--- config.mk ---
export PLATFORM = sky130hd
export DESIGN_NAME = shift_issue_stage
export DESIGN_NICKNAME = d
export VERILOG_FILES = /design/src/rtl/shift_pkg.sv /design/src/rtl/shift_decode.sv /design/src/rtl/shift_issue_stage.sv
export SDC_FILE = /design/constraint.sdc
export NUM_CORES = 1
export LEC_CHECK = 0
export CAP_MARGIN = 15
export CORE_UTILIZATION = 40
export DETAILED_ROUTE_END_ITERATION = 7
export HOLD_SLACK_MARGIN = 0.02
export PLACE_DENSITY = 0.73
export SYNTH_ARGS = -nofsm -noshare
export SYNTH_HDL_FRONTEND = slang
export SYNTH_SLANG_ARGS = --single-unit
--- constraint.sdc ---
create_clock -name clk -period 4.65 [get_ports clk]
set_input_delay 0.465 -clock clk [delete_from_list [all_inputs] [get_ports clk]]
set_output_delay 0.465 -clock clk [all_outputs]
set_load 0.03 [all_outputs]
--- src/rtl/shift_pkg.sv ---
// Shared encodings and the buffered entry format for the shift issue stage.
package shift_pkg;

    localparam int PKG_DATA_W = 32;
    localparam int PKG_ADDR_W = 5;

    localparam logic [1:0] OP_LO_L = 2'd0;
    localparam logic [1:0] OP_LO_R = 2'd1;
    localparam logic [1:0] OP_AL_R = 2'd2;
    localparam logic [1:0] OP_CI_R = 2'd3;

    localparam logic [5:0] OPC_SPECIAL = 6'b000000;
    localparam logic [5:0] F_SLL       = 6'b000000;
    localparam logic [5:0] F_SRL       = 6'b000010;
    localparam logic [5:0] F_SRA       = 6'b000011;
    localparam logic [5:0] F_SLLV      = 6'b000100;
    localparam logic [5:0] F_SRLV      = 6'b000110;
    localparam logic [5:0] F_SRAV      = 6'b000111;

    typedef struct packed {
        logic [PKG_DATA_W-1:0] data;
        logic [PKG_ADDR_W-1:0] count;
        logic [1:0]            op;
        logic [PKG_ADDR_W-1:0] rd;
    } entry_t;

endpackage

--- src/rtl/shift_decode.sv ---
// Combinational decode of MIPS shift instructions into shifter op and count.
module shift_decode
    import shift_pkg::*;
#(
    parameter int DATA_WIDTH = PKG_DATA_W,
    parameter int ADDR_WIDTH = PKG_ADDR_W
) (
    input  logic [31:0]           instr,
    input  logic [DATA_WIDTH-1:0] rs_val,
    output logic                  is_shift,
    output logic [ADDR_WIDTH-1:0] count,
    output logic [1:0]            op
);

    logic [ADDR_WIDTH-1:0] sa;
    logic [ADDR_WIDTH-1:0] rs_cnt;
    logic                  unused_bits;

    assign sa          = ADDR_WIDTH'(instr[10:6]);
    assign rs_cnt      = rs_val[ADDR_WIDTH-1:0];
    assign unused_bits = ^{instr[20:11], rs_val[DATA_WIDTH-1:ADDR_WIDTH]};

    // The rotate forms reuse the logical-right functs, told apart by instr[21] / instr[6].
    always_comb begin
        is_shift = 1'b0;
        count    = sa;
        op       = OP_LO_L;
        if (instr[31:26] == OPC_SPECIAL) begin
            is_shift = 1'b1;
            case (instr[5:0])
                F_SLL:   op = OP_LO_L;
                F_SRL:   op = instr[21] ? OP_CI_R : OP_LO_R;
                F_SRA:   op = OP_AL_R;
                F_SLLV:  begin op = OP_LO_L; count = rs_cnt; end
                F_SRLV:  begin op = instr[6] ? OP_CI_R : OP_LO_R; count = rs_cnt; end
                F_SRAV:  begin op = OP_AL_R; count = rs_cnt; end
                default: is_shift = 1'b0;
            endcase
        end
    end

endmodule

--- src/rtl/shift_issue_stage.sv ---
// Registered shift issue stage: decode, 2-entry skid buffer toward the shifter,
// and saturating issue/drop statistics.
module shift_issue_stage
    import shift_pkg::*;
#(
    parameter int DATA_WIDTH = PKG_DATA_W,
    parameter int ADDR_WIDTH = PKG_ADDR_W,
    parameter int CNT_WIDTH  = 16
) (
    input  logic                  clk,
    input  logic                  rst_n,
    input  logic                  in_valid,
    output logic                  in_ready,
    input  logic [31:0]           instr,
    input  logic [DATA_WIDTH-1:0] rs_val,
    input  logic [DATA_WIDTH-1:0] rt_val,
    output logic                  out_valid,
    input  logic                  out_ready,
    output logic [DATA_WIDTH-1:0] sh_data,
    output logic [ADDR_WIDTH-1:0] sh_count,
    output logic [1:0]            sh_op,
    output logic [ADDR_WIDTH-1:0] sh_rd,
    output logic [CNT_WIDTH-1:0]  issue_cnt,
    output logic [CNT_WIDTH-1:0]  drop_cnt
);

    logic                  dec_shift;
    logic [ADDR_WIDTH-1:0] dec_count;
    logic [1:0]            dec_op;

    shift_decode #(
        .DATA_WIDTH (DATA_WIDTH),
        .ADDR_WIDTH (ADDR_WIDTH)
    ) u_dec (
        .instr    (instr),
        .rs_val   (rs_val),
        .is_shift (dec_shift),
        .count    (dec_count),
        .op       (dec_op)
    );

    entry_t out_q, skid_q, out_d, skid_d, new_e;
    logic   out_vld, skid_vld, out_vld_d, skid_vld_d;
    logic   in_rdy_q;
    logic   acc, acc_shift, acc_drop, out_free;

    assign acc       = in_valid && in_rdy_q;
    assign acc_shift = acc && dec_shift;
    assign acc_drop  = acc && !dec_shift;
    assign out_free  = !out_vld || out_ready;

    always_comb begin
        new_e.data  = rt_val;
        new_e.count = dec_count;
        new_e.op    = dec_op;
        new_e.rd    = ADDR_WIDTH'(instr[15:11]);
    end

    // in_ready is low exactly while the skid holds an entry, so an accept
    // never coincides with a skid-to-output transfer.
    always_comb begin
        out_d      = out_q;
        skid_d     = skid_q;
        out_vld_d  = out_vld;
        skid_vld_d = skid_vld;
        if (out_free) begin
            if (skid_vld) begin
                out_d      = skid_q;
                out_vld_d  = 1'b1;
                skid_vld_d = 1'b0;
            end else if (acc_shift) begin
                out_d     = new_e;
                out_vld_d = 1'b1;
            end else begin
                out_vld_d = 1'b0;
            end
        end else if (acc_shift) begin
            skid_d     = new_e;
            skid_vld_d = 1'b1;
        end
    end

    always_ff @(posedge clk or negedge rst_n) begin
        if (!rst_n) begin
            out_q     <= '0;
            skid_q    <= '0;
            out_vld   <= 1'b0;
            skid_vld  <= 1'b0;
            in_rdy_q  <= 1'b1;
            issue_cnt <= '0;
            drop_cnt  <= '0;
        end else begin
            out_q    <= out_d;
            skid_q   <= skid_d;
            out_vld  <= out_vld_d;
            skid_vld <= skid_vld_d;
            in_rdy_q <= !skid_vld_d;
            if (acc_shift && (issue_cnt != '1)) issue_cnt <= issue_cnt + 1'b1;
            if (acc_drop && (drop_cnt != '1))   drop_cnt  <= drop_cnt + 1'b1;
        end
    end

    assign in_ready  = in_rdy_q;
    assign out_valid = out_vld;
    assign sh_data   = out_q.data;
    assign sh_count  = out_q.count;
    assign sh_op     = out_q.op;
    assign sh_rd     = out_q.rd;

endmodule

==> qor.csv, run 1 <==
metric,value,unit
setup_viol,0,
peakVddDrop,0.000241,V
yosysSeqAreaShare,52.8,%
comb_power_share,10.9,%
root_buffer,clkbuf_16,
remaining_drc_errors,0,
antennaDiodeCount,0,
hold_slack,0.0148,ns
cp-end-kind,flip-flop,
finalHoldViolCount,0,
top_layer,met4,
worst_ep_required_time,4.94,ns
finalCriticalPeriod,2.74,ns
route.met2.wl,6030,um
vias_per_cell,5.10,
maxCapViolations,0,
numCtsBuffers,17,
synthArstFlopShare,100,%
status,"finished, final reports clean",
clkTransAtPathRegs,0.05,ns
setup-tns-final,0,ns
avgSynthCellArea,13.8,sq um
drt-total-wl,12700,um
clkPwrFrac,49.6,%
finalInstanceArea,8020,sq um
clock_latency,0.41,ns
ys_warn_count,0,
netSwitchingPower,676,uW
synth_area,5830,sq um
cp.arrival,3.03,ns
cts_resized,0,
antenna_found_initial,0,
drtIter0Drc,141,
gr-total-overflow,0,
relSlewSlack,34.4,%
fp.dieH,123,um
firstDrtPassIters,4,
cts_tree,done,
syn2layout_area_growth,37.5,%
grt_pass1_vias,4052,
cp-start-kind,input port,
drive_gt1_share,22.4,%
p_leak,3.72,nW
place.port_buffers,141,
finClkSkew,0.00832,ns
dr_wl_met3,741,um
rsz0062_at_grt,no,
placed_area,7360,sq um
core-area,14000,sq um
cellPowerDensity,366,nW/um^2
dieArea,15100,sq um
clock-sinks,123,
report.final.slew_viol_count,0,
cts_buffer_depth,2,
fmax,365,MHz
io_pins,178,
final_antenna_net_count,0,
start_util,41.5,%
p_int,2.26,mW
die_w,123,um
synth-edff-count,0,
grt_pass1_wl,20300,um
power_frac_seq,39.5,%
ys.flop_type,dfrtp_1,
critPathMaxFanout,41,
cts_setup_buffers,0,
grt_max_degree,51,
cts_hold_buf,0,
finalWeightedCongestion,0.784,
rows,43,
netlist_instances,424,
power,2.93,mW
synthDistinctLibCells,37,
gr-usage-all-layers,17.8,%
sw_frac_of_total,23.0,%
nets,671,
htree_levels,4,
worst_pin_slew,0.984,ns
dp_hpwl,8640,um
ys_ff_latch,123,
hp-class,in2async,
mappedNetlistNets,526,
vias,3883,
detail_route.wl_per_cell,16.7,um
period_share,59.0,%
wl_met1,5740,um
path_class,in2reg,
-- stage by stage --
| stage | utilization [%] | instances | setup WS (ns) |
|---|---|---|---|
| floorplan | - | 424 | 2.60 |
| global placement | 52.4 | 730 | 1.53 |
| detailed placement | 52.4 | 730 | 1.47 |
| CTS | 57.1 | 761 | 1.90 |
| global route | 57.1 | 761 | 1.79 |
| finish | 57.1 | 761 | 1.91 |
-- state kept, by name, indices dropped and copies added (netlist names) --
register,cells
drop_cnt,16
out_valid,1
skid_q,44
sh_data,32
sh_op,2
issue_cnt,16
sh_rd,5
sh_count,5
skid_vld,1
in_ready,1
-- cells in the mapped netlist, types with 2 or more instances --
cell type	number	area, sq um
a21oi_1	2	10.0
a311oi_2	2	30.0
and2_1	2	12.5
and3_1	8	50.1
and4_1	4	35.0
buf_2	3	15.0
buf_6	5	56.3
buf_8	4	60.1
clkbuf_1	8	30.0
dfrtp_1	122	3050
ha_1	2	25.0
inv_1	3	11.3
mux2_1	40	450
mux2_2	48	541
mux2_4	36	541
mux2i_1	20	200
nand2_1	23	86.3
nand2b_1	5	31.3
nand3_1	15	75.1
nand4_1	11	68.8
nor2_1	11	41.3
nor3_1	3	15.0
nor4_1	2	12.5
o21ai_0	8	40.0
o31ai_1	2	15.0
xnor2_1	21	184
xor2_1	4	35.0
-- worst paths after layout --
path | startpoint | endpoint | slack [ns] | depth (start not counted)
min in group clk | sh_data[23] | sh_data[23] | 0.48 | 1
max reg2reg | in_ready | sh_count[4] | 2.29 | 5
min | rst_n | skid_q[15] | 0.01 | 1
max in group asynchronous | rst_n | skid_vld | 3.57 | 2
min reg2reg | sh_data[23] | sh_data[23] | 0.48 | 1
max | instr[29] | skid_q[18] | 1.91 | 6
-- cells by family after synthesis --
kind of cell               share of synthesized area, %
xor gates and xnor gates                           3.75
and+or+nand+nor                                    8.35
buffers and inverters                              2.96
DFF                                                52.8
adders and majority gates                         0.429
AOI/OAI and AO/OA                                  2.02
muxes                                              29.7
-- power groups by stage --
stage / clock, mW / combinational, mW / sequential, mW
floorplan: 0 / 0.0785 / 1.24
global placement: 0 / 0.316 / 1.17
detailed placement: 0 / 0.323 / 1.17
CTS: 1.49 / 0.325 / 1.16
global route: 1.55 / 0.343 / 1.16
finish: 1.46 / 0.320 / 1.16
-- critical path: stages --
cell	delay, ns
clkdlybuf4s50_1	0.46
nor4_4	0.32
nand4_1	0.27
or3_2	0.70
buf_4	0.41
mux2_4	0.37
-- routing by layer --
| metal | GRT usage (%) | up-vias |
|---|---|---|
| met3 | 5.62 | 14 |
| li1 | - | 1808 |
| met4 | 7.62 | 0 |
| met2 | 27.9 | 101 |
| met5 | 0 | - |
| met1 | 22.6 | 1960 |
-- placed cells by master (no fill, tap or decap), types with 2 or more instances in the layout --
master	instances
clkinvlp_4	3
mux2_1	40
mux2_4	36
clkbuf_8	3
and4_1	4
nor4_1	2
clkdlybuf4s50_1	140
and2_1	2
ha_1	2
nand3_1	15
a311oi_2	2
nand2_1	23
xor2_1	4
inv_1	3
nand2b_1	5
and3_1	8
nor3_1	3
nand4_1	11
mux2_2	48
nor2_1	11
a21oi_1	2
dfrtp_1	121
clkbuf_16	17
clkinv_2	2
bufinv_16	5
xnor2_1	21
o31ai_1	2
o21ai_0	8
buf_4	5
mux2i_1	20
-- layout make-up --
type                       count  area [sq um]
inverter                       3          11.3
timing repair buffer         146          1460
clock buffer                  20           467
fill                        1144          6030
sequential                   123          3080
clock inverter                11           191
tap                          180           225
multi-input combinational    278          2580
(Power assumes the default switching activity.)
==> inputs of run 2 (changes only) <==
PLACE_DENSITY = 0.76   (was 0.73)
clock period = 2.4 ns   (was 4.65 ns; I/O delays follow)
==> run 2 against run 1 <==
Against the previous run:
- sequential cell count unchanged
- design area increased by 1.0%
- clock skew decreased by 0.00062 ns
- first-iteration DRC count increased by 8.5%
- combinational power increased by 96%
- largest power group unchanged
==> qor.csv, run 2 (same netlist as run 1, synthesis figures left out) <==
metric,value,unit
setup-tns-final,0,ns
fin_util,57.7,%
place.port_buffers,141,
clock_latency,0.41,ns
path_class,reg2reg,
cellPowerDensity,684,nW/um^2
report.final.slew_viol_count,0,
status,"finished, final reports clean",
final_common_cell,clkdlybuf4s50_1,
critPathMaxFanout,13,
remaining_drc_errors,0,
grt_pass1_wl,21000,um
peakVddDrop,0.000478,V
hp-class,in2async,
numCtsBuffers,17,
period_share,87.0,%
dieArea,15100,sq um
drt-total-wl,13000,um
finClkSkew,0.00770,ns
drtIter0Drc,153,
finalHoldViolCount,0,
finalWeightedCongestion,0.782,
core-area,14000,sq um
cts_resized,0,
vias,3936,
largest_register_ffs,44,
drive_gt1_share,23.1,%
cp.arrival,2.38,ns
slowest_stage,nor4_1,
cts_tree,done,
fmax,479,MHz
clock-sinks,123,
die_w,123,um
cp-start-kind,flip-flop,
placed_cells,740,
antenna_found_initial,0,
gr-total-overflow,0,
rows,43,
maxCapViolations,0,
dp_hpwl,8800,um
crit_chain,"ha_1, nand3_1, nor4_1, a311oi_2, buf_4, mux2_2",
clkTransAtPathRegs,0.05,ns
cts_hold_buf,1,
nets,682,
fillers,1162,
firstDrtPassIters,4,
p_leak,3.77,nW
final_cell_mix,"clkdlybuf4s50_1 (140), dfrtp_1 (121), mux2_2 (48)",
syn2layout_area_growth,38.9,%
fp.dieH,123,um
root_buffer,clkbuf_16,
critical-path-top-delay-family,simple AND/OR/NAND/NOR gates,
htree_levels,4,
relSlewSlack,52.7,%
grt_max_degree,124,
worst_pin_slew,0.710,ns
detail_route.wl_per_cell,16.9,um
vias_per_cell,5.09,
start_util,41.5,%
worst_ep_required_time,2.69,ns
cp_slowest_stage_delay,0.57,ns
cts_buffer_depth,2,
power,5.54,mW
finalCriticalPeriod,2.09,ns
final_antenna_net_count,0,
io_pins,178,
rsz0062_at_grt,no,
grt_pass1_vias,4264,
setup_viol,0,
fin_cells,773,
gr-usage-all-layers,18.3,%
largest-register,skid_q,
r2r_slack,0.31,ns
cp-end-kind,flip-flop,
antennaDiodeCount,0,
crit_buf_inv,1,
cts_setup_buffers,0,
==> run 2: cell count changes in the layout (fill, tap and decap cells not counted) <==
cell | before | now
inv_6 | 0 | 1
clkbuf_8 | 3 | 1
bufinv_16 | 5 | 4
clkinv_2 | 2 | 1
dlygate4sd3_1 | 0 | 1
buf_12 | 1 | 4
clkbuf_1 | 0 | 4
buf_4 | 5 | 12
==> run 2: cell type report <==
type / instances / area [sq um] / area share, %
sequential: 123 / 3080 / 38.0
multi-input combinational: 278 / 2580 / 31.9
timing repair buffer: 157 / 1580 / 19.5
clock buffer: 22 / 454 / 5.61
tap: 180 / 225 / 2.78
clock inverter: 10 / 165 / 2.04
inverter: 3 / 11.3 / 0.139
==> run 2: power breakdown <==
group / internal [mW] / total, mW / switching [mW]
clock network: 1.77 / 2.67 / 0.906
logic: 0.316 / 0.628 / 0.312
registers: 2.15 / 2.24 / 0.0898
==> run 2: metal layers <==
metal	vias to the layer above	GRT usage (%)	share of wire, %
li1	1833	-	-
met1	1986	21.4	43
met2	102	31.1	50
met3	15	5.53	5.6
met4	0	7.77	1.5
met5	-	0	0
==> run 2: worst min-delay path: stages <==
cell	delay [ns]
dlygate4sd3_1	0.53
buf_4	0.11
buf_12	0.42
==> run 2: final timing paths <==
path | startpoint | cells past startpoint | end
worst max-delay path | issue_cnt[0] | 6 | issue_cnt[1]
worst min-delay path | rst_n | 3 | sh_count[3]
worst max register to register | issue_cnt[0] | 6 | issue_cnt[1]
worst min register to register | sh_data[28] | 1 | sh_data[28]
max in group asynchronous | rst_n | 3 | skid_vld
min in group clk | rt_val[10] | 2 | skid_q[22]
==> run 2: stage by stage <==
| stage | worst slack, ns | area, sq um | hold slack (ns) |
|---|---|---|---|
| after floorplan | 0.351 | 5830 | -0.0556 |
| after global placement | 0.00663 | 7470 | 0.395 |
| after detailed placement | -0.0331 | 7470 | 0.393 |
| after CTS | 0.321 | 8100 | 0.454 |
| after global routing | 0.109 | 8100 | 0.464 |
| final | 0.313 | 8100 | 0.421 |
==> inputs of run 3 (changes only) <==
ABC_AREA = 1   (was unset)
PLACE_DENSITY = 0.75   (was 0.76)
==> run 3 against run 2 <==
Against the previous run:
- sequential share of layout area shrank 0.57 points
- routed wire length rose by 7.7%
- clock skew fell by 0.0019 ns
- critical path depth down 5
- global-route usage increased by 0.67 points
- worst hold slack got worse by 0.041 ns
- combinational power is 56% higher
- non-clock buffer count decreased by 2
- clock power decreased by 3%
- die area rose by 2.8%
- core utilization fell by 1.3 points
- register-to-register slack better by 0.28 ns
- critical path type is now reg2out
- critical endpoint is now drop_cnt[0]
- largest power group unchanged
==> qor.csv, run 3 <==
metric,value,unit
grt_pass1_vias,4833,
clkPwrFrac,43.8,%
cp-start-kind,flip-flop,
die_w,124,um
synth_top_area_share,50.9,%
synthArstFlopShare,100,%
hold_slack,0.379,ns
peakVddDrop,0.000453,V
synth_area_leaders,"dfrtp_1 (51%), nand2_1 (16%), o21ai_1 (5.0%)",
root_buffer,clkbuf_16,
worst_pin_slew,0.584,ns
synth_area,6000,sq um
report.final.slew_viol_count,0,
antenna_found_initial,0,
syn2layout_area_growth,37.1,%
cts_hold_buf,1,
setup_viol,0,
grt_pass1_wl,23700,um
p_int,4.27,mW
path_class,reg2out,
hp-class,in2async,
synth-edff-count,0,
maxCapViolations,0,
synthXorXnorAreaFrac,3.94,%
cp.arrival,1.63,ns
crit_chain,clkdlybuf4s50_1,
fp.dieH,124,um
htree_levels,4,
largest-register,skid_q,
relSlewSlack,61.1,%
ys.flop_type,dfrtp_1,
synth_top_cell_by_area,dfrtp_1,
clkTransAtPathRegs,0.06,ns
vias_per_cell,4.81,
finalCriticalPeriod,1.87,ns
fmax,536,MHz
sw_frac_of_total,27.5,%
netlist_instances,734,
comb_power_share,16.6,%
avgSynthCellArea,8.17,sq um
finalWeightedCongestion,0.849,
cellPowerDensity,717,nW/um^2
synth_adder_area_share,0.417,%
numCtsBuffers,17,
ys_warn_count,0,
critical-path-top-delay-family,buffers and inverters,
dieArea,15500,sq um
yosys.cell_count.top_type,nand2_1,
mappedNetlistNets,836,
largest_register_ffs,44,
netSwitchingPower,1.62,mW
rsz0062_at_grt,no,
firstDrtPassIters,6,
cts_buffer_depth,2,
place.port_buffers,141,
nets,980,
antennaDiodeCount,0,
cp-end-kind,primary output,
drt-total-wl,14000,um
cts_resized,0,
status,"finished, final reports clean",
core-area,14600,sq um
dp_hpwl,9690,um
synth_top_family_by_area,simple AND/OR/NAND/NOR gates,
synthDistinctLibCells,31,
finClkSkew,0.00577,ns
start_util,41.1,%
final_common_cell,nand2_1,
vias,5167,
slowest_stage,clkdlybuf4s50_1,
drtIter0Drc,250,
cts_tree,done,
yosysSeqAreaShare,51.3,%
p_leak,3.90,nW
cp_slowest_stage_delay,0.72,ns
io_pins,178,
ys_ff_latch,123,
synthSimpleGateAreaFrac,25.1,%
grt_max_degree,62,
power_frac_seq,39.5,%
rows,44,
gr-total-overflow,0,
worst_ep_required_time,2.16,ns
crit_buf_inv,1,
setup-tns-final,0,ns
final_antenna_net_count,0,
finalHoldViolCount,0,
clock_latency,0.41,ns
synthMuxAreaShare,2.84,%
synth_compound_area_share,9.33,%
cts_setup_buffers,0,
gr-usage-all-layers,19.0,%
clock-sinks,123,
final_cell_mix,"nand2_1 (262), clkdlybuf4s50_1 (140), dfrtp_1 (122)",
remaining_drc_errors,0,
detail_route.wl_per_cell,13.1,um
netlist_top_cells_count,"nand2_1 (263), dfrtp_1 (122), inv_1 (66), o21ai_1 (60), o21ai_0 (40)",
critPathMaxFanout,8,
period_share,77.8,%
drive_gt1_share,7.08,%
## run 3: layout make-up
type,count,area (sq um)
fillers,1296,6370
clock buffers,17,425
multi-input cells,513,2500
repair buffers,155,1550
clock inverters,14,173
flip-flops and latches,123,3080
inverters,68,258
well taps,184,230
## run 3: per-stage QoR
| step | utilization, % | instances | setup WS (ns) | power (mW) | area [sq um] |
|---|---|---|---|---|---|
| after floorplan | - | 734 | 0.617 | 2.85 | 6000 |
| after global placement | 52.2 | 1042 | 0.420 | 3.34 | 7610 |
| after detailed placement | 52.2 | 1042 | 0.394 | 3.35 | 7610 |
| after CTS | 56.3 | 1074 | 0.513 | 5.96 | 8220 |
| after global routing | 56.3 | 1074 | 0.388 | 6.15 | 8220 |
| final | 56.3 | 1074 | 0.534 | 5.89 | 8220 |
## run 3: worst paths after layout
| path | start | endpoint | slack (ns) | cells after the start |
|---|---|---|---|---|
| max reg2reg | drop_cnt[0] | drop_cnt[5] | 0.59 | 9 |
| min | rst_n | sh_data[22] | 0.38 | 2 |
| max | drop_cnt[0] | drop_cnt[0] | 0.53 | 1 |
| max in group asynchronous | rst_n | in_ready | 1.32 | 3 |
| min in group clk | rt_val[5] | skid_q[17] | 0.40 | 3 |
| min reg2reg | skid_q[27] | skid_q[27] | 0.47 | 2 |
## run 3: power by group through the flow
| stage | clock network, mW | registers [mW] | logic [mW] |
|---|---|---|---|
| 6_report | 2.58 | 2.33 | 0.981 |
| 5_1_grt | 2.74 | 2.35 | 1.06 |
| 4_1_cts | 2.64 | 2.33 | 0.993 |
| 3_5_place_dp | 0 | 2.36 | 0.987 |
| 3_3_place_gp | 0 | 2.36 | 0.973 |
| 2_1_floorplan | 0 | 2.61 | 0.244 |
## run 3: per-layer routing
layer	share of wire (%)	track usage (%)
met3	3.9	4.60
met1	47	25.7
met2	47	29.6
met4	1.2	6.73
met5	0	0
## run 3: cell families after synthesis
family	after synthesis
AND/OR/NAND/NOR	359
buffers and inverters	98
XOR/XNOR	27
flip-flops	123
multiplexers	17
AO/OA/AOI/OAI	108
adder cells (fa/ha/maj)	2
## run 3: worst register-to-register path: stages, from the launching register on
cell	delay [ns]
dfrtp_1	0.49
ha_1	0.25
nand3_2	0.15
nor2_4	0.16
nand2_1	0.11
nor2_1	0.13
a21oi_2	0.06
buf_4	0.20
nand2_1	0.07
o21ai_0	0.07
